## src/rtl/priority_state_arbiter.sv

```systemverilog
// rtl/priority_state_arbiter.sv - two-state request arbiter with fixed/round-robin priority and hold timeout
//
// Ports:
//   clk           rising-edge clock
//   rst           asynchronous active-high reset
//   req           level-sensitive request lines, one per requester
//   rr_mode       0 = fixed priority (highest index wins), 1 = round-robin
//   owner_release current owner ends its grant
//   grant         registered one-hot grant
//   next_state    registered index of the current or most recent winner
//   valid         high while a grant is held
//   timeout       one-cycle pulse in the final grant cycle when the hold limit revokes it
module priority_state_arbiter #(
    parameter int N_REQ    = 4,
    parameter int IDX_W    = 2,
    parameter int MAX_HOLD = 15
) (
    input  logic             clk,
    input  logic             rst,
    input  logic [N_REQ-1:0] req,
    input  logic             rr_mode,
    input  logic             owner_release,
    output logic [N_REQ-1:0] grant,
    output logic [IDX_W-1:0] next_state,
    output logic             valid,
    output logic             timeout
);

    localparam int HOLD_W = (MAX_HOLD > 0) ? $clog2(MAX_HOLD + 1) : 1;
    localparam logic [HOLD_W-1:0] HOLD_LIMIT = HOLD_W'(MAX_HOLD);
    localparam logic [HOLD_W-1:0] HOLD_SAT   = '1;
    localparam logic [N_REQ-1:0]  ONE_HOT0   = N_REQ'(1);

    typedef enum logic {
        IDLE,
        GRANT
    } state_t;

    state_t            state_q, state_d;
    logic [HOLD_W-1:0] hold_q, hold_d;
    logic [IDX_W-1:0]  last_q, last_d;
    logic [IDX_W-1:0]  idx_d;
    logic [N_REQ-1:0]  grant_d;
    logic              valid_d;

    logic [IDX_W-1:0]  winner;
    logic              found;
    int                rr_idx;
    logic [IDX_W-1:0]  cand;
    logic              owner_req;
    logic              hold_hit;
    logic              exit_grant;

    // Winner selection. Fixed mode: the last set bit seen in an ascending
    // scan is the highest index. Round-robin: scan last-1, last-2, ...
    // wrapping, so the previous winner is visited last.
    always_comb begin
        winner = '0;
        found  = 1'b0;
        rr_idx = 0;
        cand   = '0;
        if (!rr_mode) begin
            for (int i = 0; i < N_REQ; i++) begin
                if (req[IDX_W'(i)]) begin
                    winner = IDX_W'(i);
                end
            end
        end else begin
            for (int k = 1; k <= N_REQ; k++) begin
                rr_idx = int'(last_q) + N_REQ - k;
                if (rr_idx >= N_REQ) begin
                    rr_idx = rr_idx - N_REQ;
                end
                cand = IDX_W'(rr_idx);
                if (!found && req[cand]) begin
                    winner = cand;
                    found  = 1'b1;
                end
            end
        end
    end

    assign owner_req  = req[next_state];
    assign hold_hit   = (MAX_HOLD != 0) && (hold_q == HOLD_LIMIT);
    assign exit_grant = owner_release || !owner_req || hold_hit;

    // Only the hold limit may raise timeout; a coincident release or
    // withdrawal takes precedence and suppresses the pulse.
    assign timeout = (state_q == GRANT) && hold_hit && !owner_release && owner_req;

    always_comb begin
        state_d = state_q;
        grant_d = grant;
        idx_d   = next_state;
        valid_d = valid;
        hold_d  = hold_q;
        last_d  = last_q;
        case (state_q)
            IDLE: begin
                grant_d = '0;
                valid_d = 1'b0;
                hold_d  = '0;
                if (|req) begin
                    state_d = GRANT;
                    grant_d = ONE_HOT0 << winner;
                    idx_d   = winner;
                    valid_d = 1'b1;
                    hold_d  = HOLD_W'(1);
                    last_d  = winner;
                end
            end
            GRANT: begin
                if (exit_grant) begin
                    state_d = IDLE;
                    grant_d = '0;
                    valid_d = 1'b0;
                    hold_d  = '0;
                end else if (hold_q != HOLD_SAT) begin
                    hold_d = hold_q + HOLD_W'(1);
                end
            end
            default: begin
                state_d = IDLE;
                grant_d = '0;
                valid_d = 1'b0;
                hold_d  = '0;
            end
        endcase
    end

    always_ff @(posedge clk or posedge rst) begin
        if (rst) begin
            state_q    <= IDLE;
            grant      <= '0;
            next_state <= '0;
            valid      <= 1'b0;
            hold_q     <= '0;
            last_q     <= '0;
        end else begin
            state_q    <= state_d;
            grant      <= grant_d;
            next_state <= idx_d;
            valid      <= valid_d;
            hold_q     <= hold_d;
            last_q     <= last_d;
        end
    end

endmodule

```

## config.mk

```make
export PLATFORM = sky130hd
export DESIGN_NAME = priority_state_arbiter
export DESIGN_NICKNAME = d
export VERILOG_FILES = /design/src/rtl/priority_state_arbiter.sv
export SDC_FILE = /design/constraint.sdc
export NUM_CORES = 1
export LEC_CHECK = 0
export BUFFER_PORTS_ARGS = -buffer_cell sky130_fd_sc_hd__buf_2
export CAP_MARGIN = 15
export CORE_ASPECT_RATIO = 1.25
export CORE_MARGIN = 2
export CORE_UTILIZATION = 25
export DETAILED_ROUTE_END_ITERATION = 7
export HOLD_SLACK_MARGIN = 0.06
export PLACE_DENSITY_LB_ADDON = 0.12
export RECOVER_POWER = 25
export REMOVE_ABC_BUFFERS = 1
export SYNTH_ARGS = -nofsm -noshare
export SYNTH_HDL_FRONTEND = slang
export SYNTH_SLANG_ARGS = --single-unit
```

## constraint.sdc

```tcl
create_clock -name clk -period 2.1 [get_ports clk]
set_input_delay 0 -clock clk [delete_from_list [all_inputs] [get_ports clk]]
set_output_delay 0 -clock clk [all_outputs]
set_load 0.05 [all_outputs]
```

# --- Yosys cells after proc, flatten, opt, wreduce, memory -nomap -nowiden ---
# Index checks and enable logic that the tools add are counted.
classes:
  multipliers: 0
  n_eq_ne: 4
  bitwise: 1
  n_shift: 1
  n_lt_le_gt_ge: 9
  div_mod_pow: 0
  addsub: 10
  mux: 42
  n_reduce_logical: 15
op_table:
  columns: ["operator", "count"]
  rows:
  - ["$mux W2", 13]
  - ["$ge A5 B4 Y1 const B", 4]
  - ["$mux W1", 16]
  - ["$mux W4", 4]
  - ["$pmux W4 S2", 2]
  - ["$lt A2 B3 Y1 const B", 5]
  - ["$bmux W1 S2", 5]
  - ["$sub A4 B2 Y5 const B", 2]
  - ["$sub A2 B1 Y2 const B", 4]
  - ["$logic_and A1 B1 Y1", 6]
  - ["$logic_not A1 Y1", 5]
  - ["$sub A4 B1 Y5 const B", 1]
  - ["$sub A4 B3 Y5 const B", 1]
  - ["$add A2 B3 Y4 const B", 1]
  - ["$add A4 B1 Y4 const B", 1]
  - ["$eq A4 B4 Y1 const B", 1]
  - ["$ne A4 B4 Y1 const B", 1]
  - ["$pmux W1 S2", 2]
  - ["$reduce_or A4 Y1", 1]
  - ["$shl A1 B2 Y4 const A", 1]
  - ["$ne A3 B1 Y1 const B", 1]
  - ["$logic_or A1 B1 Y1", 2]
  - ["$ne A2 B1 Y1 const B", 1]
  - ["$reduce_and A2 Y1", 1]
  - ["$not A1 Y1", 1]
totals:
  latchBits: 0
  mem_bits_ro: 0
  memories: 0
  out_inout_bits: 8
  mem_bits_rw: 0
  reg_bits: 12

# --- Logic depth before layout (Yosys ltp) ---
# Gate-level depths: netlist of the first run.
depth:
  depth_word: 24
  mapped_depth: 6
  depth_no_buf: 5

# --- Worst setup path before layout of the first run ---
# No wires, ideal clock.
synth_path:
  path_type: "flip-flop to flip-flop"
  from: "reg last_q[1]"
  to: "reg grant[1]"
  synth_period_minus_slack_ns: 1.908
  t_required_ns: 1.978
  setup_slack_ns: 0.192
  setup_ns: 0.122
  path_stages_with_launch: 5
  arrival_ns: 1.787
  path_cell_list: "dfrtp_1 -> mux4_2 -> and4b_1 -> clkbuf_2 -> a32o_1"
synth_via:
  elab_chain_cells: 24
  word_cells_on_any_way: 55
synth_rtl:
  columns: ["element", "line_no", "text"]
  rows:
  - ["start: declaration", "41", "logic [IDX_W-1:0] last_q, last_d;"]
  - ["start signal: assignment", "145", "last_q <= last_d;"]
  - ["$add A2 B3 Y4", "70", "rr_idx = int'(last_q) + N_REQ - k;"]
  - ["$sub A4 B1 Y5", "70", null]
  - ["$ge A5 B4 Y1 or $sub A2 B1 Y2 (tied branches)", "71, 72", null]
  - ["$mux W2", "71", "if (rr_idx >= N_REQ) begin"]
  - ["$mux W2", "62", "if (!rr_mode) begin"]
  - ["$bmux W1 S2", "75", "if (!found && req[cand]) begin"]
  - ["$mux W1 (not written as such)", "75", null]
  - ["$mux W1", "75", null]
  - ["[... 8 more ...]", null, null]
  - ["$mux W1", "62", null]
  - ["$logic_not A1 Y1", "75", null]
  - ["$logic_and A1 B1 Y1", "75", null]
  - ["$mux W2", "75", null]
  - ["$mux W2", "62", null]
  - ["$shl A1 B2 Y4", "105", "grant_d = ONE_HOT0 << winner;"]
  - ["$mux W4", "103", "if (|req) begin"]
  - ["$pmux W4 S2", "98", "case (state_q)"]
  - ["end signal: assignment", "141", "grant <= grant_d;"]
  - ["end: declaration", "23", "output logic [N_REQ-1:0] grant,"]
# Parallel ways exist; a longest one is shown, timed or not. The select of a mux whose other input is x is not followed.
# A chain may end at the register's enable or synchronous reset.

==> results.md, run 1 <==
- Status: completed
- Final cycle utilization of the critical path: 0.804
- Final slew viol count: 0
- Port bufs: 15
- Final instance area: 791 sq um
- First-pass GRT wire length: 2480 um
- Area grow syn2layout: 24.9%
- Clk_lat worst skew: 0.27 ns
- Total GRT Usage: 0.112
- Hold Path Class: input port to flip-flop
- Largest net degree at the start of global routing: 13
- Worst VDD drop: 0.621 mV
- Clock Skew: 0.00460 ns
- Post-CTS Setup Repair Bufs: 0
- Max-Cap Viols: 0
- Drt total wl: 1410 um
- Mean Syn Cell Area: 10.2 sq um
- Unrepaired setup endpoints after global routing: false
- Starting DRT DRC Count: 11
- Final core occ: 0.326
- Via count: 548
- H-tree Lvls: 1
- Worst Path Arrival: 1.69 ns
- Starting Density: 0.261
- Post-synthesis cell area: 633 sq um
- Kind of critical path: flip-flop to primary output
- NumNets Final: 92
- Setup TNS: 0 ns
- Hold Buf Count CTS: 2
- Gr ovfl total: 0
- Critical path data required time: 2.10 ns
- Max Root-Sink Buffers: 2
- Sink Count: 12
- Final ANT Viol Nets: 0
- Crit end category: primary output
- Register area share after synthesis: 0.474
- Drt pass-1 iters: 4
- Final setup vio count: 0
- Yosys cell types: 31
- Boundary Pins: 16
- Initial antenna violation count: 0
- Drt wl/cell: 12.4 um
- Die ar.: 2950 sq um
- Worst-path clk slew: 0.07 ns
- RePlAce Congestion: 0.715
- Startpoint types: flip-flop
- Die Ht: 60.3 um
- Row count: 20
- Post-Synthesis Cells: 62
- Share of cells above drive strength 1: 0.259
- CTS Buf Count: 3
- Clk Tree Root Cell: clkbuf_4
- Period minus WS final: 1.69 ns
- Placement-stage cell area: 748 sq um
- CTS tree: done
- Vias in the first global route: 572
- Die W: 49.0 um
- Slew @ Worst Pin: 0.469 ns
- # diodes: 0
- DRC errors left: 0
- #FFs+latches synth: 12
- Static leakage: 0.000368 uW
- Filler instances: 269
- Endpoints failing hold: 0
- Via-to-Cell Ratio: 4.81
- Post_cts resized: 0
- Worst Path Max Fanout: 8
- Ys Warns: 0
- Maximum clock frequency: 592 MHz
- Relative slew slack: 0.687
- DP HPWL: 1030 um
- CORE AREA: 2430 sq um
- Pwr Density: 1310 nW/um^2
==> report_power, final <==
part           total [uW]  switching, uW  internal (uW)
sequential            385           75.9            309
combinational         509            344            164
clock                 141           74.3           66.3
total                1030            495            540
==> cells by family (layout without fill, tap and decap cells) <==
family | count (synthesis) | count (layout) | synth area share
xor+xnor | 2 | 2 | 0.0277
compound gates | 14 | 14 | 0.180
simple gates | 25 | 25 | 0.198
flops | 12 | 12 | 0.474
fa+ha+maj | 1 | 1 | 0.0198
buf+inv | 5 | 24 | 0.0316
mux | 3 | 3 | 0.0692
==> cells in the final DEF (no fill, tap or decap), types with 2 or more instances in the layout <==
master	instances
a21o_1	2
a32o_1	2
nor2b_1	2
o31ai_1	2
nor2_1	5
nand2b_1	2
dlygate4sd3_1	2
buf_2	15
nand3_1	3
dfrtp_1	12
clkbuf_4	3
inv_1	3
nand2_1	8
==> final timing paths <==
path                            from        end  slack [ns]  cells after the start
min                          rr_mode  last_q[1]        0.16                      3
min reg2reg                    valid      valid        0.48                      2
max reg2reg                last_q[1]   grant[1]        0.46                      3
max in group asynchronous        rst   grant[0]        1.50                      3
min in group asynchronous        rst  hold_q[3]        0.28                      3
max                        last_q[1]    timeout        0.41                      4
==> Yosys cell counts <==
library cell | n | area share
dfrtp_1 | 12 | 0.47
nand2_1 | 8 | 0.047
nor2_1 | 5 | 0.030
inv_1 | 3 | 0.018
nand3_1 | 3 | 0.024
a21o_1 | 2 | 0.024
a32o_1 | 2 | 0.032
nand2b_1 | 2 | 0.020
nor2b_1 | 2 | 0.020
o31ai_1 | 2 | 0.024
a21oi_1 | 1 | 0.0079
a221o_1 | 1 | 0.016
a221oi_1 | 1 | 0.014
a311oi_1 | 1 | 0.014
a31oi_1 | 1 | 0.0099
and2_1 | 1 | 0.0099
and4b_1 | 1 | 0.016
clkbuf_1 | 1 | 0.0059
clkbuf_2 | 1 | 0.0079
ha_1 | 1 | 0.020
mux2_2 | 1 | 0.018
mux2i_1 | 1 | 0.016
mux4_2 | 1 | 0.036
nand3b_1 | 1 | 0.012
nor3_1 | 1 | 0.0079
o2111a_1 | 1 | 0.018
o2111ai_1 | 1 | 0.014
o21ai_0 | 1 | 0.0079
or2b_1 | 1 | 0.012
xnor2_1 | 1 | 0.014
xor2_1 | 1 | 0.014
==> per-layer routing <==
metal / GRT usage / part of all wire
met5: 0 / 0
met4: 0.0490 / 0.021
met3: 0.0450 / 0.039
met2: 0.186 / 0.50
met1: 0.129 / 0.44
==> sequential cells by signal, indices dropped and copies added, names as in the netlist <==
register and count:
state_q 1, valid 1, last_q 2, grant 4, hold_q 4
==> critical path, cell delays in order, from the launching register on <==
cell	delay, ns
dfrtp_1	0.48
mux4_2	0.54
nand3b_1	0.15
nor2_1	0.05
buf_2	0.20
==> through the flow <==
stage	hold WS, ns	setup WS, ns	total power (uW)	std cells
final	0.159	0.411	1030	114
after global placement	0.0427	0.493	906	109
after floorplan	-0.135	0.256	763	60
after CTS	0.152	0.411	1050	114
after detailed placement	0.0393	0.473	900	109
after global routing	0.167	0.290	1110	114
==> area by class of cell <==
cell class	instances	area [sq um]	share of cell area
clock buffers	3	22.5	0.0285
repair buffers	18	103	0.130
well taps	33	41.3	0.0522
inverters	3	11.3	0.0142
flip-flops and latches	12	300	0.380
multi-input cells	45	313	0.396
Power figures use the tool's default switching activity.
==> inputs of run 2 (changes only) <==
==> constraint.sdc (replaced) <==
create_clock -name clk -period 1.65 [get_ports clk]
set_input_delay 0 -clock clk [delete_from_list [all_inputs] [get_ports clk]]
set_output_delay 0 -clock clk [all_outputs]
set_load 0.05 [all_outputs]
==> run 2 against run 1 <==
Utilization grew 0.62 points. Via count grew 4.6%. Clock-buffer cell count is the same. Register-to-register slack lost 0.36 ns. Clock skew shrank 0.0042 ns. Sequential cell count is the same. Die area is the same. Largest cell class unchanged. Largest power group unchanged. Highest routed layer unchanged.
==> results.md, run 2 (same netlist as run 1, synthesis figures left out) <==
- Clk Tree Root Cell: clkbuf_4 (unchanged)
- Worst Path Arrival: 1.58 ns (was 1.69 ns)
- Kind of critical path: flip-flop to primary output (unchanged)
- Dpl cells: 110 (was 109)
- Area grow syn2layout: 27.3% (was 24.9%)
- NumNets Final: 93 (was 92)
- Gr ovfl total: 0 (unchanged)
- H-tree Lvls: 1 (unchanged)
- Crit end category: primary output (unchanged)
- Drt wl/cell: 13.2 um (was 12.4 um)
- Final slew viol count: 0 (unchanged)
- Drt total wl: 1520 um (was 1410 um)
- Endpoints failing hold: 0 (unchanged)
- Worst VDD drop: 0.859 mV (was 0.621 mV)
- Unrepaired setup endpoints after global routing: false (unchanged)
- Largest net degree at the start of global routing: 13 (unchanged)
- Critical path data required time: 1.65 ns (was 2.10 ns)
- First-pass GRT wire length: 2570 um (was 2480 um)
- Vias in the first global route: 586 (was 572)
- Die Ht: 60.3 um (unchanged)
- Max Root-Sink Buffers: 2 (unchanged)
- Static leakage: 0.000373 uW (was 0.000368 uW)
- Final core occ: 0.332 (was 0.326)
- Largest regs: grant: 4 flops, hold_q: 4 flops, last_q: 2 flops (unchanged)
- Slew @ Worst Pin: 0.464 ns (was 0.469 ns)
- Min Hold Slack: 0.169 ns (was 0.159 ns)
- DP HPWL: 1180 um (was 1030 um)
- Startpoint types: flip-flop (unchanged)
- CTS Buf Count: 3 (unchanged)
- Total GRT Usage: 0.118 (was 0.112)
- Initial antenna violation count: 0 (unchanged)
- RePlAce Congestion: 0.827 (was 0.715)
- CTS tree: done (unchanged)
- Max-Cap Viols: 0 (unchanged)
- DRC errors left: 0 (unchanged)
- Die W: 49.0 um (unchanged)
- Share of cells above drive strength 1: 0.293 (was 0.259)
- Final Non-Filler Cells: 115 (was 114)
- CORE AREA: 2430 sq um (unchanged)
- Clk_lat worst skew: 0.26 ns (was 0.27 ns)
- Worst-path clk slew: 0.07 ns (about the same)
- Maximum clock frequency: 634 MHz
- Final ANT Viol Nets: 0 (unchanged)
- Status: completed (unchanged)
- # diodes: 0 (unchanged)
- Pwr Density: 1670 nW/um^2 (was 1310 nW/um^2)
- Starting Density: 0.261 (unchanged)
- Worst Path Max Fanout: 6 (was 8)
- Via-to-Cell Ratio: 4.98 (was 4.81)
- Starting DRT DRC Count: 16 (was 11)
- Hold Path Class: input port to flip-flop (unchanged)
- Row count: 20 (unchanged)
- Die ar.: 2950 sq um (unchanged)
- Post-CTS Setup Repair Bufs: 0 (unchanged)
- Boundary Pins: 16 (unchanged)
- Most frequent cells in the layout: buf_2, dfrtp_1, nand2_1 (unchanged)
- Commonest non-fill, non-tap cell in the layout: buf_2 (unchanged)
- Period minus WS final: 1.58 ns
- Final cycle utilization of the critical path: 0.956
- Sink Count: 12 (unchanged)
- Final setup vio count: 0 (unchanged)
- Relative slew slack: 0.690 (was 0.687)
- Drt pass-1 iters: 4 (unchanged)
- Port bufs: 15 (unchanged)
- Clock Skew: 0.000396 ns (was 0.00460 ns)
- Via count: 573 (was 548)
-- run 2: cell count changes in the layout (fill, tap and decap cells not counted), sizes merged --
| cell | previous run | this run |
|---|---|---|
| buf | 16 | 17 |
-- run 2: metrics by stage --
step	setup slack, ns	power [uW]	instance area [sq um]	TNS, ns
detailed placement	0.0629	1180	756	0
finish	0.0726	1350	806	0
global placement	0.0778	1180	756	0
CTS	0.0151	1370	798	0
global route	0.00468	1450	806	0
floorplan	-0.194	971	624	-1.30
-- run 2: layer usage --
layer / GRT usage / routed length (um) / vias to the layer above
li1: - / - / 270
met1: 0.117 / 597 / 286
met2: 0.225 / 836 / 15
met3: 0.0475 / 63 / 2
met4: 0.0367 / 24 / 0
met5: 0 / 0 / -
-- run 2: power breakdown --
group          switching (uW)  total, uW  internal [uW]
combinational             458        689            231
sequential               89.2        485            395
clock                    90.0        174           84.3
total                     637       1350            710
-- run 2: area by class of cell --
type | count | area (sq um)
clock buffers | 3 | 22.5
fillers | 268 | 1620
inverters | 3 | 11.3
multi-input cells | 45 | 319
flip-flops and latches | 12 | 302
well taps | 33 | 41.3
repair buffers | 19 | 110
-- run 2: timing repair --
item,in CTS,in global routing
endpoints found under the hold margin,13,0
setup endpoints to repair,0,6
hold buffers,2,0
gates resized for setup,0,2
-- run 2: worst paths after layout --
kind                              to  startpoint  cells after the start  slack (ns)
max                          timeout   last_q[1]                      4        0.07
min                        last_q[1]     rr_mode                      3        0.17
max reg2reg                 grant[3]   last_q[1]                      3        0.10
min reg2reg                    valid       valid                      2        0.48
max in group asynchronous  last_q[1]         rst                      3        1.03
min in group asynchronous  hold_q[1]         rst                      3        0.28
-- run 2: worst max-delay path: stages (launching register included) --
cell	delay, ns
dfrtp_2	0.41
mux4_2	0.52
nand3b_1	0.13
nor2_1	0.05
buf_2	0.20
==> inputs of run 3 (changes only) <==
--- a/config.mk
+++ b/config.mk
@@ -5,12 +5,12 @@
 export SDC_FILE = /design/constraint.sdc
 export NUM_CORES = 1
 export LEC_CHECK = 0
-export BUFFER_PORTS_ARGS = -buffer_cell sky130_fd_sc_hd__buf_2
 export CAP_MARGIN = 15
 export CORE_ASPECT_RATIO = 1.25
 export CORE_MARGIN = 2
 export CORE_UTILIZATION = 25
 export DETAILED_ROUTE_END_ITERATION = 7
+export DONT_BUFFER_PORTS = 1
 export HOLD_SLACK_MARGIN = 0.06
 export PLACE_DENSITY_LB_ADDON = 0.12
 export RECOVER_POWER = 25
==> run 3 against run 2 <==
Sequential share of layout area is 0.61 points higher. Critical path type is now flip-flop to flip-flop. Via count shrank 12%. Sequential power increased by 29%. Largest cell class unchanged.
==> results.md, run 3 (same netlist as run 1, synthesis figures left out) <==
- Gr busiest metal: met2 (unchanged)
- Critical path data required time: 1.80 ns (was 1.65 ns)
- Drt total wl: 1490 um (was 1520 um)
- Largest regs: grant: 4 flops, hold_q: 4 flops, last_q: 2 flops (unchanged)
- Crit path launch: last_q[1] (unchanged)
- RR Startpoint: last_q[1] (unchanged)
- Placement-stage cell area: 711 sq um (was 756 sq um)
- Dpl cells: 99 (was 110)
- Worst path max stage delay: 0.41 ns (was 0.52 ns)
- Setup crit end: last_q[0] (was timeout)
- Drt pass-1 iters: 3 (was 4)
- Crit end category: flip-flop (was primary output)
- Die W: 49.0 um (unchanged)
- GR Util met3: 0.0300 (was 0.0475)
- M2 GR Usage: 0.225 (unchanged)
- R2R Setup Slk: 0.10 ns (about the same)
- Maximum clock frequency: 647 MHz (was 634 MHz)
- Final setup vio count: 0 (unchanged)
- Slew @ Worst Pin: 0.485 ns (was 0.464 ns)
- Worst VDD drop: 0.843 mV (was 0.859 mV)
- Met1 Track Usage GR: 0.110 (was 0.117)
- Clk Tree Root Cell: clkbuf_4 (unchanged)
- Area grow syn2layout: 24.7% (was 27.3%)
- Multi-input gate area: 325 sq um (was 319 sq um)
- Clock Skew: 0.00304 ns (was 0.000396 ns)
- Final cycle utilization of the critical path: 0.937 (was 0.956)
- Commonest non-fill, non-tap cell in the layout: dfrtp_1 (was buf_2)
- Sink Count: 12 (unchanged)
- CP delay by family, top: flip-flops (was multiplexers)
- Row count: 20 (unchanged)
- HP Start: req[2] (was rr_mode)
- Initial antenna violation count: 0 (unchanged)
- Starting DRT DRC Count: 15 (was 16)
- CTS Buf Count: 3 (unchanged)
- Max Root-Sink Buffers: 2 (unchanged)
- Worst Path Max Fanout: 7 (was 6)
- Setup ws final: 0.104 ns (was 0.0726 ns)
- Worst Path Arrival: 1.70 ns (was 1.58 ns)
- CORE AREA: 2430 sq um (unchanged)
- Boundary Pins: 16 (unchanged)
- Share of cells above drive strength 1: 0.192 (was 0.293)
- Startpoint types: flip-flop (unchanged)
- First-pass GRT wire length: 2460 um (was 2570 um)
- Reg2Reg Depth: 5 (was 3)
- NumNets Final: 83 (was 93)
- Endpoints failing hold: 0 (unchanged)
- Final core occ: 0.325 (was 0.332)
- Port bufs: 0 (was 15)
- DRC errors left: 0 (unchanged)
- Drt wl/cell: 14.1 um (was 13.2 um)
- CP cell instances: buf_4, nand2b_1, a221oi_2, a311oi_2, mux2_2 (was mux4_2, nand3b_1, nor2_1, buf_2)
- Status: completed (unchanged)
- Worst-path clk slew: 0.08 ns (was 0.07 ns)
- CP bufs+invs: 1 (unchanged)
- Kind of critical path: flip-flop to flip-flop (was flip-flop to primary output)
- Via count: 506 (was 573)
- Period minus WS final: 1.55 ns (was 1.58 ns)
- Critical-path top delay cell: dfrtp_1 (was mux4_2)
- Most frequent cells in the layout: dfrtp_1, nand2_1, buf_4 (was buf_2, dfrtp_1, nand2_1)
- Total GRT Usage: 0.110 (was 0.118)
- Clk_lat worst skew: 0.27 ns (was 0.26 ns)
- Unrepaired setup endpoints after global routing: false (unchanged)
- Relative slew slack: 0.677 (was 0.690)
- Final instance area: 790 sq um (was 806 sq um)
- Post-CTS Setup Repair Bufs: 0 (unchanged)
- Critical Path Stages: 5 (was 4)
- RePlAce Congestion: 0.721 (was 0.827)
- Final Non-Filler Cells: 106 (was 115)
- Max-Cap Viols: 0 (unchanged)
- CTS tree: done (unchanged)
- Starting Density: 0.261 (unchanged)
- Final slew viol count: 0 (unchanged)
- Final ANT Viol Nets: 0 (unchanged)
- Vias in the first global route: 538 (was 586)
- Hold Path Class: input port to flip-flop (unchanged)
- Via-to-Cell Ratio: 4.77 (was 4.98)
- Worst reg2reg path endpoint: last_q[0] (was grant[3])
- Pwr Density: 1750 nW/um^2 (was 1670 nW/um^2)
- # diodes: 0 (unchanged)
- Die ar.: 2950 sq um (unchanged)
- Place WS: 0.0545 ns (was 0.0629 ns)
- Filler instances: 273 (was 268)
- Gr ovfl total: 0 (unchanged)
- Reg area: 300 sq um (was 302 sq um)
- Die Ht: 60.3 um (unchanged)
- H-tree Lvls: 1 (unchanged)
- Largest net degree at the start of global routing: 13 (unchanged)
- Static leakage: 0.000342 uW (was 0.000373 uW)
run 3: changes by cell type in the layout (fill, tap and decap cells not counted):
cell,delta
buf_2,-15
buf_4,+4
a221oi_1,-1
a221oi_2,+1
clkbuf_8,+1
dfrtp_1,+1
dfrtp_2,-1
dlygate4sd3_1,+1
run 3: worst min path at each step:
stage                           end  slack [ns]  cells past startpoint
after floorplan            grant[0]       -0.14                      1
after global placement    hold_q[1]       -0.05                      1
after detailed placement  hold_q[3]       -0.06                      1
after CTS                 last_q[1]        0.11                      3
after global routing       grant[3]        0.11                      2
final                      grant[3]        0.10                      2
run 3: layout make-up:
class	instances	area share
repair buffers	9	0.0951
multi-input cells	45	0.412
well taps	33	0.0523
clock buffers	4	0.0460
inverters	3	0.0143
flip-flops and latches	12	0.380
run 3: per-layer routing:
| layer | vias up | part of all wire | wire length, um |
|---|---|---|---|
| met2 | 7 | 0.55 | 823 |
| li1 | 246 | - | - |
| met1 | 253 | 0.41 | 614 |
| met4 | 0 | 0 | 0 |
| met3 | 0 | 0.036 | 54 |
| met5 | - | 0 | 0 |
run 3: what timing repair did:
action                                  CTS  global route
hold buffers                              3             0
endpoints found under the setup margin    0             5
hold endpoints to repair                 17             0
gates resized for setup                   0             2
run 3: power by group:
group          leakage (uW)  switching [uW]  total [uW]  internal (uW)
combinational      0.000166             297         523            226
clock             0.0000210             101         234            134
sequential         0.000154             235         626            391
total              0.000342             632        1380            751
run 3: through the flow:
stage	setup TNS, ns	total power (uW)	hold slack, ns
global placement	0	1150	-0.0518
detailed placement	0	1150	-0.0577
finish	0	1380	0.103
CTS	0	1400	0.114
floorplan	-1.30	971	-0.135
global route	0	1480	0.113
